$ cat config.mk
export PLATFORM = sky130hd
export DESIGN_NAME = vga_fb_writer
export DESIGN_NICKNAME = d
export VERILOG_FILES = /design/src/rtl/fb_pkg.sv /design/src/rtl/fb_addr_gen.sv /design/src/rtl/vga_fb_writer.sv
export SDC_FILE = /design/constraint.sdc
export NUM_CORES = 1
export LEC_CHECK = 0
export CELL_PAD_IN_SITES_DETAIL_PLACEMENT = 1
export CELL_PAD_IN_SITES_GLOBAL_PLACEMENT = 2
export CORE_MARGIN = 10
export CORE_UTILIZATION = 35
export DETAILED_ROUTE_END_ITERATION = 10
export PLACE_DENSITY = 0.87
export SLEW_MARGIN = 20
export SYNTH_ARGS = -nofsm -noshare
export SYNTH_HDL_FRONTEND = slang
export SYNTH_SLANG_ARGS = --single-unit
$ cat constraint.sdc
create_clock -name clk -period 3.45 [get_ports clk]
set_input_delay 0.8625 -clock clk [delete_from_list [all_inputs] [get_ports clk]]
set_output_delay 0.8625 -clock clk [all_outputs]
set_load 0.03 [all_outputs]
$ cat src/rtl/fb_pkg.sv
// fb_pkg: shared definitions for the VGA frame-buffer write engine.
// Holds the command op-codes, default image geometry, the 8-bit colour
// field layout (blue[7:6], green[5:3], red[2:0]) and the FSM state encoding.
package fb_pkg;

    // Default image geometry and RAM shape
    localparam int IMG_W_DEF         = 75;
    localparam int IMG_H_DEF         = 75;
    localparam int RAM_ADDR_BITS_DEF = 13;
    localparam int RAM_WIDTH_DEF     = 8;

    // Width of every command coordinate field
    localparam int COORD_BITS = 7;

    // Command op-codes
    localparam logic [1:0] OP_PLOT  = 2'b00;
    localparam logic [1:0] OP_FILL  = 2'b01;
    localparam logic [1:0] OP_CLEAR = 2'b10;
    localparam logic [1:0] OP_RSVD  = 2'b11;

    // Colour field bit positions inside one pixel
    localparam int BLUE_MSB  = 7;
    localparam int BLUE_LSB  = 6;
    localparam int GREEN_MSB = 5;
    localparam int GREEN_LSB = 3;
    localparam int RED_MSB   = 2;
    localparam int RED_LSB   = 0;

    // Write-engine FSM states
    typedef enum logic [1:0] {
        ST_IDLE   = 2'd0,
        ST_PLOT   = 2'd1,
        ST_FILL   = 2'd2,
        ST_FINISH = 2'd3
    } fb_state_t;

    // Build a pixel value from its blue/green/red components
    function automatic logic [7:0] pack_color(input logic [1:0] b,
                                              input logic [2:0] g,
                                              input logic [2:0] r);
        logic [7:0] c;
        c = '0;
        c[BLUE_MSB:BLUE_LSB]   = b;
        c[GREEN_MSB:GREEN_LSB] = g;
        c[RED_MSB:RED_LSB]     = r;
        return c;
    endfunction

endpackage

$ cat src/rtl/fb_addr_gen.sv
// fb_addr_gen: row-major pixel walker for the frame-buffer writer.
// On load it captures the (already clipped) rectangle corners and computes the
// first row base once with a multiply. After that, advance steps x by one
// inside a row and moves to the next row by adding IMG_W to the row base, so
// the per-pixel path contains only adders. addr_o is the address of the pixel
// currently presented; last_o flags the bottom-right pixel of the rectangle.
module fb_addr_gen
    import fb_pkg::*;
#(
    parameter int IMG_W         = IMG_W_DEF,
    parameter int RAM_ADDR_BITS = RAM_ADDR_BITS_DEF
) (
    input  logic                     clk_i,
    input  logic                     rst_ni,
    input  logic                     load_i,
    input  logic                     advance_i,
    input  logic [COORD_BITS-1:0]    x_start_i,
    input  logic [COORD_BITS-1:0]    y_start_i,
    input  logic [COORD_BITS-1:0]    x_end_i,
    input  logic [COORD_BITS-1:0]    y_end_i,
    output logic [RAM_ADDR_BITS-1:0] addr_o,
    output logic                     last_o
);

    localparam logic [RAM_ADDR_BITS-1:0] ROW_STEP = RAM_ADDR_BITS'(IMG_W);

    logic [COORD_BITS-1:0]    x_q, x_d;
    logic [COORD_BITS-1:0]    y_q, y_d;
    logic [COORD_BITS-1:0]    x_start_q, x_start_d;
    logic [COORD_BITS-1:0]    x_end_q, x_end_d;
    logic [COORD_BITS-1:0]    y_end_q, y_end_d;
    logic [RAM_ADDR_BITS-1:0] row_base_q, row_base_d;
    logic [RAM_ADDR_BITS-1:0] addr_q, addr_d;

    logic row_end;

    assign row_end = (x_q == x_end_q);
    assign last_o  = row_end && (y_q == y_end_q);
    assign addr_o  = addr_q;

    // Next-state: capture a new rectangle on load, otherwise step through it
    always_comb begin
        x_d        = x_q;
        y_d        = y_q;
        x_start_d  = x_start_q;
        x_end_d    = x_end_q;
        y_end_d    = y_end_q;
        row_base_d = row_base_q;
        addr_d     = addr_q;
        if (load_i) begin
            x_d        = x_start_i;
            y_d        = y_start_i;
            x_start_d  = x_start_i;
            x_end_d    = x_end_i;
            y_end_d    = y_end_i;
            row_base_d = RAM_ADDR_BITS'(y_start_i) * ROW_STEP;
            addr_d     = row_base_d + RAM_ADDR_BITS'(x_start_i);
        end else if (advance_i) begin
            if (row_end) begin
                x_d        = x_start_q;
                y_d        = COORD_BITS'(y_q + 1'b1);
                row_base_d = row_base_q + ROW_STEP;
                addr_d     = row_base_q + ROW_STEP + RAM_ADDR_BITS'(x_start_q);
            end else begin
                x_d    = COORD_BITS'(x_q + 1'b1);
                addr_d = addr_q + 1'b1;
            end
        end
    end

    // Counter and address registers, cleared asynchronously
    always_ff @(posedge clk_i or negedge rst_ni) begin
        if (!rst_ni) begin
            x_q        <= '0;
            y_q        <= '0;
            x_start_q  <= '0;
            x_end_q    <= '0;
            y_end_q    <= '0;
            row_base_q <= '0;
            addr_q     <= '0;
        end else begin
            x_q        <= x_d;
            y_q        <= y_d;
            x_start_q  <= x_start_d;
            x_end_q    <= x_end_d;
            y_end_q    <= y_end_d;
            row_base_q <= row_base_d;
            addr_q     <= addr_d;
        end
    end

endmodule

$ cat src/rtl/vga_fb_writer.sv
// vga_fb_writer: turns plot / fill-rect / clear commands into a row-major
// stream of single-pixel writes into the 75x75 8-bit pixel RAM.
//
// Handshake: a command is taken on a rising edge where cmd_valid && cmd_ready;
// cmd_ready is a registered flag that is 1 only while idle and drops on the
// accepting edge, and every cmd_* field is captured on that same edge, so the
// source may change them freely afterwards.
//
// Optional feature, macro FB_WRITER_BLANK_HOLD_EN: pixel writes are allowed
// only while vidon is low. vidon is sampled on the clock edge that decides the
// next cycle's write; while it is high the engine holds its pixel with
// wr_en low, and that held pixel is the first one written once vidon falls.
module vga_fb_writer
    import fb_pkg::*;
#(
    parameter int IMG_W         = IMG_W_DEF,
    parameter int IMG_H         = IMG_H_DEF,
    parameter int RAM_ADDR_BITS = RAM_ADDR_BITS_DEF,
    parameter int RAM_WIDTH     = RAM_WIDTH_DEF
) (
    input  logic                     clk,
    input  logic                     reset,
    input  logic                     cmd_valid,
    output logic                     cmd_ready,
    input  logic [1:0]               cmd_op,
    input  logic [COORD_BITS-1:0]    cmd_x0,
    input  logic [COORD_BITS-1:0]    cmd_y0,
    input  logic [COORD_BITS-1:0]    cmd_x1,
    input  logic [COORD_BITS-1:0]    cmd_y1,
    input  logic [RAM_WIDTH-1:0]     cmd_color,
    input  logic                     vidon,
    output logic                     wr_en,
    output logic [RAM_ADDR_BITS-1:0] wr_addr,
    output logic [RAM_WIDTH-1:0]     wr_data,
    output logic                     busy,
    output logic                     done,
    output logic [1:0]               dbg_state
);

    localparam logic [COORD_BITS-1:0] W_LIM  = COORD_BITS'(IMG_W);
    localparam logic [COORD_BITS-1:0] H_LIM  = COORD_BITS'(IMG_H);
    localparam logic [COORD_BITS-1:0] X_LAST = COORD_BITS'(IMG_W - 1);
    localparam logic [COORD_BITS-1:0] Y_LAST = COORD_BITS'(IMG_H - 1);

    fb_state_t              state_q;
    logic                   cmd_ready_q;
    logic                   busy_q;
    logic                   done_q;
    logic                   wr_en_q;
    logic [RAM_WIDTH-1:0]   wr_data_q;

    // Decoded and clipped command corners
    logic [COORD_BITS-1:0]  sx0, sy0, sx1, sy1;
    logic [COORD_BITS-1:0]  cx1, cy1;
    logic                   rsvd_op;
    logic                   empty_cmd;

    logic                   accept;
    logic                   gen_advance;
    logic                   gen_last;
    logic                   write_ok;

`ifdef FB_WRITER_BLANK_HOLD_EN
    // Only write during blanking
    assign write_ok = ~vidon;
`else
    // vidon has no effect in this build
    logic vidon_unused;
    assign vidon_unused = vidon;
    assign write_ok     = 1'b1;
`endif

    assign accept      = cmd_valid && cmd_ready_q;
    // Step to the next pixel only once the current one has actually been written
    assign gen_advance = (state_q == ST_FILL) && wr_en_q && !gen_last;

    // Decode the op into a rectangle, clamp the far corner, detect empty commands
    always_comb begin
        sx0     = cmd_x0;
        sy0     = cmd_y0;
        sx1     = cmd_x1;
        sy1     = cmd_y1;
        rsvd_op = 1'b0;
        case (cmd_op)
            OP_PLOT: begin
                sx1 = cmd_x0;
                sy1 = cmd_y0;
            end
            OP_FILL: begin
                sx1 = cmd_x1;
                sy1 = cmd_y1;
            end
            OP_CLEAR: begin
                sx0 = '0;
                sy0 = '0;
                sx1 = X_LAST;
                sy1 = Y_LAST;
            end
            default: rsvd_op = 1'b1;
        endcase
        cx1       = (sx1 > X_LAST) ? X_LAST : sx1;
        cy1       = (sy1 > Y_LAST) ? Y_LAST : sy1;
        empty_cmd = rsvd_op || (sx0 >= W_LIM) || (sy0 >= H_LIM) ||
                    (sx0 > cx1) || (sy0 > cy1);
    end

    fb_addr_gen #(
        .IMG_W         (IMG_W),
        .RAM_ADDR_BITS (RAM_ADDR_BITS)
    ) u_addr_gen (
        .clk_i     (clk),
        .rst_ni    (reset),
        .load_i    (accept),
        .advance_i (gen_advance),
        .x_start_i (sx0),
        .y_start_i (sy0),
        .x_end_i   (cx1),
        .y_end_i   (cy1),
        .addr_o    (wr_addr),
        .last_o    (gen_last)
    );

    // Command FSM with registered handshake, strobe and status outputs
    always_ff @(posedge clk or negedge reset) begin
        if (!reset) begin
            state_q     <= ST_IDLE;
            cmd_ready_q <= 1'b0;
            busy_q      <= 1'b0;
            done_q      <= 1'b0;
            wr_en_q     <= 1'b0;
            wr_data_q   <= '0;
        end else begin
            case (state_q)
                ST_IDLE: begin
                    done_q <= 1'b0;
                    if (accept) begin
                        cmd_ready_q <= 1'b0;
                        busy_q      <= 1'b1;
                        wr_data_q   <= cmd_color;
                        if (empty_cmd) begin
                            state_q <= ST_FINISH;
                            done_q  <= 1'b1;
                            wr_en_q <= 1'b0;
                        end else begin
                            state_q <= (cmd_op == OP_PLOT) ? ST_PLOT : ST_FILL;
                            wr_en_q <= write_ok;
                        end
                    end else begin
                        cmd_ready_q <= 1'b1;
                        busy_q      <= 1'b0;
                        wr_en_q     <= 1'b0;
                    end
                end
                ST_PLOT, ST_FILL: begin
                    if (wr_en_q && ((state_q == ST_PLOT) || gen_last)) begin
                        state_q <= ST_FINISH;
                        wr_en_q <= 1'b0;
                        done_q  <= 1'b1;
                    end else begin
                        wr_en_q <= write_ok;
                        done_q  <= 1'b0;
                    end
                end
                ST_FINISH: begin
                    state_q     <= ST_IDLE;
                    done_q      <= 1'b0;
                    wr_en_q     <= 1'b0;
                    cmd_ready_q <= 1'b1;
                    busy_q      <= 1'b0;
                end
                default: begin
                    state_q     <= ST_IDLE;
                    done_q      <= 1'b0;
                    wr_en_q     <= 1'b0;
                    cmd_ready_q <= 1'b0;
                    busy_q      <= 1'b0;
                end
            endcase
        end
    end

    assign cmd_ready = cmd_ready_q;
    assign busy      = busy_q;
    assign done      = done_q;
    assign wr_en     = wr_en_q;
    assign wr_data   = wr_data_q;
    assign dbg_state = state_q;

endmodule
# Yosys cells after proc, flatten, opt, wreduce, memory -nomap -nowiden

Index checks and enable logic that the tools add are counted.
Widths: inputs -> output; s select.

ROM bits: 0
Memory bits (writable): 0
Input port bits: 42
Latch bits: 0
Memories: 0
Bits in registers: 75

$add $sub $neg: 6
Order comparisons: 6
Shift-type cells: 0
Div/mod/pow operators: 0
Reduce and logical (&&, ||, !) cells: 21
$mul: 1
Bitwise logic cells: 0
Equal/unequal tests: 9
Mux-type cells: 36

Operator list:

| operator              | number |
|---|---|
| $mux 13               | 6 |
| $mux 7                | 10 |
| $pmux 7 s2            | 2 |
| $add 13x7->13         | 2 |
| $add 7x1->7 const B   | 2 |
| $eq 7x7->1            | 2 |
| $ge 7x7->1 const B    | 2 |
| $gt 7x7->1            | 2 |
| $gt 7x7->1 const B    | 2 |
| $add 13x1->13 const B | 1 |
| $add 13x7->13 const B | 1 |
| $mul 7x7->13 const B  | 1 |
| $mux 1                | 9 |
| $mux 2                | 4 |
| $eq 2x2->1 const B    | 3 |
| $pmux 1 s3            | 2 |
| $pmux 2 s3            | 1 |
| $reduce_and 2->1      | 3 |
| $reduce_bool 2->1     | 3 |
| $logic_and 1x1->1     | 5 |
| $logic_or 1x1->1      | 5 |
| $eq 2x1->1 const B    | 2 |
| $logic_not 2->1       | 2 |
| $ne 2x2->1 const B    | 2 |
| 4 further kinds       | 5 |

# Longest topological paths before layout

Gate-level depths: netlist of the first run.

Depth after elaboration: 10
Depth in mapped cells: 22
Depth with buffers taken out: 19

# Hierarchy

From an unflattened synthesis of the first run, not the netlist that was laid out.

Cell total of the unflattened synthesis: 761
Area total of the unflattened synthesis: 6675.2 µm²

Modules (own cells, without submodules):

| module        | area an instance (µm²) | times used | cells an instance |
|---|---|---|---|
| fb_addr_gen   | 5237.5                 | 1          | 593 |
| vga_fb_writer | 1437.6                 | 1          | 168 |

# Worst setup path after synthesis of the first run

No wires, ideal clock.

Path type: input to register
Start point: in cmd_op[0]
End point: reg u_addr_gen.addr_q[12], in the netlist u_addr_gen.addr_o[12]
Cell stages on the path: 20
Required time: 3.373 ns
Slack: -1.953 ns
Arrival: 5.325 ns
Cell sequence: buf_4 clkbuf_8 and2b_2 clkbuf_1 nor2_1 ha_1 ha_1 ha_1 inv_1 fa_1 inv_1 ha_1 and3_1 a221oi_1 a21oi_1 or4b_1 nand4b_1 nand3_1 xnor3_1 a21oi_1

Cells in the longest elaborated chain, start to end: 5

RTL lines:

| element              | line                | text |
|---|---|---|
| from (decl)          | vga_fb_writer.sv:25 | `input logic [1:0] cmd_op,` |
| $eq 2x2->1 *         | vga_fb_writer.sv:84 | `case (cmd_op)` |
| $mux 7               | vga_fb_writer.sv:84 |  |
| $mul 7x7->13         | fb_addr_gen.sv:56   | `row_base_d = RAM_ADDR_BITS'(y_start_i) * ROW_STEP;` |
| $add 13x7->13 *      | fb_addr_gen.sv:57   | `addr_d = row_base_d + RAM_ADDR_BITS'(x_start_i);` |
| $mux 13 *            | fb_addr_gen.sv:50   | `if (load_i) begin` |
| to (signal assigned) | fb_addr_gen.sv:88   | `addr_q <= addr_d;` |
| to (decl)            | fb_addr_gen.sv:33   | `logic [RAM_ADDR_BITS-1:0] addr_q, addr_d;` |

Every way passes the cells marked *; elsewhere a longest branch is shown, timed or not.
A chain may end at the register's enable or synchronous reset.

# Final worst setup path of the first run

Start point: in cmd_op[1]
End point: reg u_addr_gen.addr_q[10], in the netlist u_addr_gen.addr_o[10]

Same word-level chain as after synthesis.

==> results by group, run 1 <==
Status
  – Status: finished, violations left
  – Violated checks: negative setup slack

Logic synthesis
  – Ys flop type: dfrtp_1
  – Cells after Synth: 798
  – Fraction of registers with async set/reset: 100%
  – Cell area after synthesis: 6620 µm²
  – Post-synth top cells: 89 x nand2_1, 75 x dfrtp_1, 71 x o21ai_0
  – Ys Warns: 0
  – Register area share after synthesis: 28.4%
  – XOR/XNOR Fraction of Synth Area: 10.0%
  – Adder-Cell Fraction of Synth Area: 13.5%
  – Post-synthesis mux area share: 2.17%
  – Top cell type by total area after synthesis: dfrtp_1
  – Seq cells post-synth: 75
  – Syn nets: 907
  – Simple-gate share of the synthesized area: 19.4%
  – Syn Area/Cell: 8.30 µm²
  – Top-count cell post-synth: nand2_1
  – Synth top area cells: dfrtp_1 28%, ha_1 11%, xnor2_1 6.6%, o21ai_0 5.4%, nand2_1 5.0%
  – Synth Area in Compound Gates: 21.6%
  – Number of enable flip-flop cells after synthesis: 0
  – Largest family of logic cells by synthesized area: compound AO/OA/AOI/OAI gates
  – Post-synth cell types: 72
  – Yosys top cell area share: 28.4%

Cells and area
  – Design area: 9260 µm²
  – Layout cells sized above 1: 26.7%
  – # diodes: 0
  – Post-Layout Cell Count: 1,225
  – Final net count: 1,095
  – Area Overhead vs Synth: 39.9%

STA
  – Slew headroom: 34.2%
  – Slew Viols, Final: 0
  – # setup viols final: 15
  – Tightest Pin Transition: 0.987 ns
  – Fmax: 0.237 GHz
  – Final Skew: 0.00931 ns
  – RSZ-0062 raised after global routing: true
  – Final worst slack: -0.769 ns
  – Endpoints failing hold: 0
  – Crit share post-route: 122%
  – Tmin final: 4.22 ns

Global route
  – Vias in the first global route: 6,943
  – Largest net degree at the start of global routing: 76
  – Initial antenna violation count: 0
  – GR Util All Layers: 18.7%
  – First-pass GRT wire length: 36.9 mm
  – GRT overflow: 0

Worst setup path
  – R2R setup slack: 0.23 ns
  – CP Capture Type: flip-flop
  – Crit path required time: 3.66 ns
  – Worst Setup Path Type: input pin to flip-flop
  – R2R depth: 15
  – Critical path data arrival time: 4.43 ns
  – RR Startpoint: u_addr_gen.row_base_q[0]
  – CP Launch Type: input pin
  – CP max FO: 4
  – FF-to-FF End: u_addr_gen.addr_o[10]

Die
  – Height of the chip: 158 µm
  – Width of the die: 158 µm
  – Row count: 50
  – Initial core utilization: 35.5%
  – Core area: 18,600 µm²
  – Die ar.: 24,800 µm²
  – I/O Pins: 69

Power and ir drop
  – Flop pwr share: 25.7%
  – Switching power: 0.00305 W
  – Pleak: 4.13 nW
  – Power share of the combinational group: 60.7%
  – Clk pwr share: 13.6%
  – Internal power: 0.00358 W
  – Power Density: 716 nW/µm²
  – Sw Share: 46.0%
  – VDD IR-drop max: 264 µV

Drt
  – WL final: 23.5 mm
  – Initial DRC count: 323
  – DRT Pass-1 Iters: 4
  – Vias: 6,546
  – WL/cell: 19.2 µm
  – ANT nets after route: 0
  – Vias per inst: 5.34
  – Drc violations: 0

Clock network
  – Clock root cell: clkbuf_16
  – Num CTS Buffers: 9
  – Clk pin slew, worst setup/hold paths: 0.06 ns
  – CTS Buffer Depth: 2
  – Clk_lat worst skew: 0.35 ns
  – CTS tree: built
  – Htree depth: 3
  – Clock Sinks: 75

Hold path
  – Hold path depth: 1
  – HP Class: flip-flop to flip-flop
  – Worst Hold Endpoint: busy
  – Min-delay src: busy

Placement
  – Placed cell count: 1,189
  – Final RePlAce weighted congestion: 0.854
  – DPL Wire Length: 17.8 mm
  – Placement Cell Area: 8550 µm²
  – Port-buffer cells: 67

Flow run
  – Max Cap Viol: 0
cells in the final DEF (no fill, tap or decap), types with 6 or more instances in the layout:
master	instances
a21oi_1	40
inv_2	6
dfrtp_1	75
clkdlybuf4s50_1	52
buf_4	142
nand2_1	84
nand3_1	20
and2_1	12
o221ai_1	7
a31oi_1	11
o211ai_1	8
o21ai_0	52
buf_6	9
fa_1	7
a21oi_2	8
dlygate4sd2_1	8
a21o_1	13
nor2_2	6
ha_4	10
o21ai_2	8
and3_1	10
nor4_1	6
xnor2_1	47
o21ai_1	14
inv_1	32
ha_1	50
nor2_1	59
nor3_1	14
mux2_2	10
clkbuf_16	9
xor2_1	19
o21a_1	11
nand4_1	9
worst max path at each step:
stage	from	endpoint	slack, ns	cells past startpoint
6_report	cmd_op[1]	u_addr_gen.addr_o[10]	-0.77	19
5_1_grt	cmd_op[1]	u_addr_gen.addr_o[10]	-0.91	19
4_1_cts	cmd_op[1]	u_addr_gen.addr_o[12]	-0.75	18
3_5_place_dp	cmd_op[0]	u_addr_gen.addr_o[12]	-1.58	18
3_3_place_gp	cmd_op[0]	u_addr_gen.addr_o[12]	-1.47	18
2_1_floorplan	cmd_op[0]	u_addr_gen.addr_o[12]	-1.30	20
cell families (layout without fill, tap and decap cells):
logic type | Yosys count | count (layout)
flip-flops | 75 | 75
XOR/XNOR | 74 | 74
buffers and inverters | 78 | 271
AND/OR/NAND/NOR | 265 | 265
AO/OA/AOI/OAI | 226 | 226
adder cells (fa/ha/maj) | 67 | 67
multiplexers | 13 | 13
timing repair:
action / in CTS / in global routing
setup buffers: 16 / 7
cloned: 0 / 0
gates resized for setup: 83 / 26
setup endpoints to repair: 21 / 18
hold buffers: 0 / 0
pin swaps: 47 / 14
state kept, by name, indices dropped and copies added, names as in the netlist:
| signal | count |
|---|---|
| u_addr_gen.x_q | 7 |
| u_addr_gen.x_end_q | 7 |
| busy | 1 |
| u_addr_gen.y_q | 7 |
| cmd_ready | 1 |
| u_addr_gen.y_end_q | 7 |
| wr_data | 8 |
| wr_en | 1 |
| done | 1 |
| u_addr_gen.x_start_q | 7 |
| u_addr_gen.addr_o | 13 |
| dbg_state | 2 |
| u_addr_gen.row_base_q | 13 |
routing by layer:
metal,routed length (µm),track usage (%),part of all wire (%),vias up
met5,0,0,0,-
met4,269,3.96,1.1,0
met2,12000,33.4,51,81
met3,472,2.05,2.0,26
li1,-,-,-,3232
met1,10800,23.6,46,3207
metrics by stage:
stage | total power (W) | hold WS [ns] | setup WS (ns) | utilization, % | setup TNS [ns]
6_report | 0.00663 | 0.485 | -0.769 | 49.7 | -6.80
5_1_grt | 0.00714 | 0.500 | -0.908 | 49.7 | -8.94
4_1_cts | 0.00652 | 0.487 | -0.749 | 48.9 | -6.29
3_5_place_dp | 0.00544 | 0.474 | -1.58 | 45.8 | -23.56
3_3_place_gp | 0.00532 | 0.471 | -1.47 | 45.8 | -21.66
2_1_floorplan | 0.00405 | 0.467 | -1.30 | - | -11.79
area by class of cell:
cell class / count / area (µm²)
multi-input combinational: 645 / 4840
timing repair buffer: 217 / 1830
tap: 234 / 293
clock buffer: 10 / 229
fill: 2224 / 9380
clock inverter: 6 / 48.8
sequential: 75 / 1880
inverter: 38 / 143
power groups by stage:
stage | clock network [W] | registers [W] | logic, W
2_1_floorplan | 0 | 0.00183 | 0.00222
5_1_grt | 0.000960 | 0.00176 | 0.00441
3_5_place_dp | 0 | 0.00171 | 0.00373
6_report | 0.000905 | 0.00170 | 0.00403
4_1_cts | 0.000916 | 0.00170 | 0.00391
3_3_place_gp | 0 | 0.00169 | 0.00364
critical path: stages:
cell	delay, ns
buf_8	0.10
and2b_2	0.21
nor2_4	0.13
ha_4	0.22
ha_4	0.22
ha_4	0.25
inv_2	0.03
fa_1	0.49
inv_2	0.05
ha_4	0.22
a211oi_1	0.30
nor2_2	0.10
ha_1	0.32
o21a_1	0.12
o31a_1	0.11
o2111a_1	0.27
buf_4	0.14
xnor2_1	0.19
a21oi_1	0.10
No activity file was read; power rests on OpenSTA's default activity.
==> run 2, diff against run 1 <==
--- a/config.mk
+++ b/config.mk
@@ -7,10 +7,11 @@
 export LEC_CHECK = 0
 export CELL_PAD_IN_SITES_DETAIL_PLACEMENT = 1
 export CELL_PAD_IN_SITES_GLOBAL_PLACEMENT = 2
+export CORE_ASPECT_RATIO = 1.25
 export CORE_MARGIN = 10
 export CORE_UTILIZATION = 35
 export DETAILED_ROUTE_END_ITERATION = 10
-export PLACE_DENSITY = 0.87
+export PLACE_DENSITY_LB_ADDON = 0.1
 export SLEW_MARGIN = 20
 export SYNTH_ARGS = -nofsm -noshare
 export SYNTH_HDL_FRONTEND = slang
==> run 2 against run 1 <==
The run still ends with negative setup slack left. Sequential share of layout area shrank 1.0 points. Cell area rose by 5.3%. Hold slack gained 0.0046 ns. Combinational power increased by 8.4%. Critical path depth is 2 higher. Non-clock buffer count grew 28. Global-route usage grew 1.1 points. Sequential power barely moved. Final cell count rose by 2.1%. Critical endpoint is now u_addr_gen.addr_o[12]. Largest cell class unchanged.
==> results by group, run 2 (synthesis gave the netlist of run 1 again) <==
Clock network
  – Clk pin slew, worst setup/hold paths: 0.07 ns
  – Num CTS Buffers: 9
  – CTS Buffer Depth: 2
  – CTS tree: built
  – Hold Buf Count CTS: 0
  – Clock root cell: clkbuf_16
  – Clock Sinks: 75
  – Clk_lat worst skew: 0.36 ns
  – Htree depth: 3

Worst setup path
  – CP Launch Type: input pin
  – RR Startpoint: u_addr_gen.row_base_q[0]
  – R2R depth: 15
  – Largest delay share family, worst path: adder cells
  – Critical path cell sequence: buf_8 -> and2b_2 -> nor2_4 -> ha_4 -> ha_4 -> ha_4 -> inv_2 -> fa_1 -> inv_2 -> ha_4 -> buf_6 -> o21ai_4 -> nor2_4 -> nor2_2 -> ha_4 -> o21a_1 -> o31a_1 -> o2111a_2 -> nand3_1 -> xnor3_1 -> a21oi_2
  – CP Capture Type: flip-flop
  – Crit path required time: 3.68 ns
  – Slowest-stage cell, CP: fa_1
  – Worst Setup Path Type: input pin to flip-flop
  – FF-to-FF End: u_addr_gen.addr_o[10]
  – Critical path data arrival time: 4.53 ns
  – Worst path bufs/invs: 4
  – Most frequent CP cell: ha_4
  – Crit path largest cell delay: 0.49 ns
  – R2R setup slack: 0.17 ns
  – CP max FO: 4

STA
  – Final worst slack: -0.854 ns
  – Endpoints failing hold: 0
  – WHS: 0.490 ns
  – Setup_tns: -9.20 ns
  – # setup viols final: 19
  – RSZ-0062 raised after global routing: true
  – Slew Viols, Final: 0
  – Tmin final: 4.30 ns
  – Tightest Pin Transition: 0.753 ns
  – Final Skew: 0.00958 ns
  – Fmax: 0.232 GHz
  – Crit share post-route: 125%
  – Slew headroom: 49.8%

Status
  – Violated checks: negative setup slack
  – Status: finished, violations left

Power and ir drop
  – Power Total: 0.00703 W
  – Pleak: 4.34 nW
  – Sw Share: 45.7%
  – VDD IR-drop max: 298 µV
  – Switching power: 0.00321 W
  – Flop pwr share: 24.1%
  – Power share of the combinational group: 62.1%
  – Internal power: 0.00382 W
  – Power Density: 721 nW/µm²
  – Clk pwr share: 13.8%

Placement
  – DPL Wire Length: 18.7 mm
  – Placement Cell Area: 8560 µm²
  – Port-buffer cells: 67
  – Final RePlAce weighted congestion: 0.835
  – Placed cell count: 1,189

Drt
  – Drc violations: 0
  – Vias: 6,792
  – Initial DRC count: 255
  – WL/cell: 20.4 µm
  – WL final: 25.5 mm
  – ANT nets after route: 0
  – Vias per inst: 5.43
  – DRT Pass-1 Iters: 4

Global route
  – Initial antenna violation count: 0
  – Vias in the first global route: 7,342
  – GR Util All Layers: 19.7%
  – GRT overflow: 0
  – Largest net degree at the start of global routing: 76
  – First-pass GRT wire length: 39.4 mm

Die
  – Die ar.: 24,900 µm²
  – Width of the die: 143 µm
  – Core area: 18,700 µm²
  – Height of the chip: 174 µm
  – Row count: 56
  – Initial core utilization: 35.4%
  – I/O Pins: 69

Cells and area
  – Layout cells sized above 1: 30.6%
  – # diodes: 0
  – Design area: 9760 µm²
  – Final net count: 1,123
  – Commonest non-fill, non-tap cell in the layout: buf_4
  – Post-Layout Cell Count: 1,251
  – Fillers: 2,187
  – Area Overhead vs Synth: 47.4%
  – Highest-count cells in the layout ignoring fill and taps: 156 x buf_4, 83 x nand2_1, 75 x dfrtp_1

Flow run
  – Max Cap Viol: 0

Hold path
  – Min-delay src: busy
  – Worst Hold Endpoint: busy
  – Hold path depth: 1
  – HP Class: flip-flop to flip-flop
[run 2: routing by layer]
layer | routed length [µm] | GRT usage, % | vias to the layer above
met4 | 792 | 7.49 | 0
met5 | 0 | 0 | -
met3 | 607 | 2.36 | 45
met2 | 13500 | 35.8 | 105
li1 | - | - | 3267
met1 | 10500 | 22.8 | 3375
[run 2: area by class of cell]
class	instances	area, µm²	area share [%]
multi-input combinational	645	5010	51.3
timing repair buffer	245	2140	22.0
sequential	75	1880	19.2
tap	232	290	2.98
clock buffer	9	225	2.31
inverter	38	143	1.46
clock inverter	7	67.6	0.693
[run 2: worst reg2reg max path, cell delays in order (launching register included)]
cell,delay (ns)
dfrtp_1,0.37
inv_1,0.10
ha_1,0.24
nor2b_1,0.18
nor2_1,0.09
xnor2_1,0.14
ha_1,0.36
o21ai_0,0.16
o21ai_0,0.30
and2_1,0.20
and3_1,0.16
o21ai_1,0.07
xnor2_1,0.14
a2111oi_0,0.42
buf_4,0.19
a21oi_1,0.04
[run 2: worst max path at each step]
stage	startpoint	to	slack, ns	depth (start not counted)
after floorplan	cmd_op[0]	u_addr_gen.addr_o[12]	-1.30	20
after global placement	cmd_op[0]	u_addr_gen.addr_o[12]	-1.51	18
after detailed placement	cmd_op[0]	u_addr_gen.addr_o[12]	-1.65	20
after CTS	cmd_op[0]	u_addr_gen.addr_o[11]	-0.80	18
after global routing	cmd_op[1]	u_addr_gen.addr_o[12]	-0.96	21
final	cmd_op[1]	u_addr_gen.addr_o[12]	-0.85	21
[run 2: per-stage QoR]
| stage | util, % | worst slack [ns] |
|---|---|---|
| 3_5_place_dp | 45.7 | -1.65 |
| 4_1_cts | 50.5 | -0.800 |
| 5_1_grt | 52.1 | -0.965 |
| 2_1_floorplan | - | -1.30 |
| 3_3_place_gp | 45.7 | -1.51 |
| 6_report | 52.1 | -0.854 |
[run 2: power groups by stage]
stage / clock network, W / logic (W) / registers, W
after global routing: 0.00102 / 0.00476 / 0.00176
after CTS: 0.000990 / 0.00419 / 0.00169
after floorplan: 0 / 0.00222 / 0.00183
after detailed placement: 0 / 0.00375 / 0.00171
final: 0.000970 / 0.00437 / 0.00169
after global placement: 0 / 0.00364 / 0.00168
[run 2: repair_timing]
action	CTS	global route
setup endpoints to repair	21	20
gates cloned	0	2
pin swaps	37	37
buffers inserted	32	15
hold endpoints to repair	0	0
resized for setup	115	35
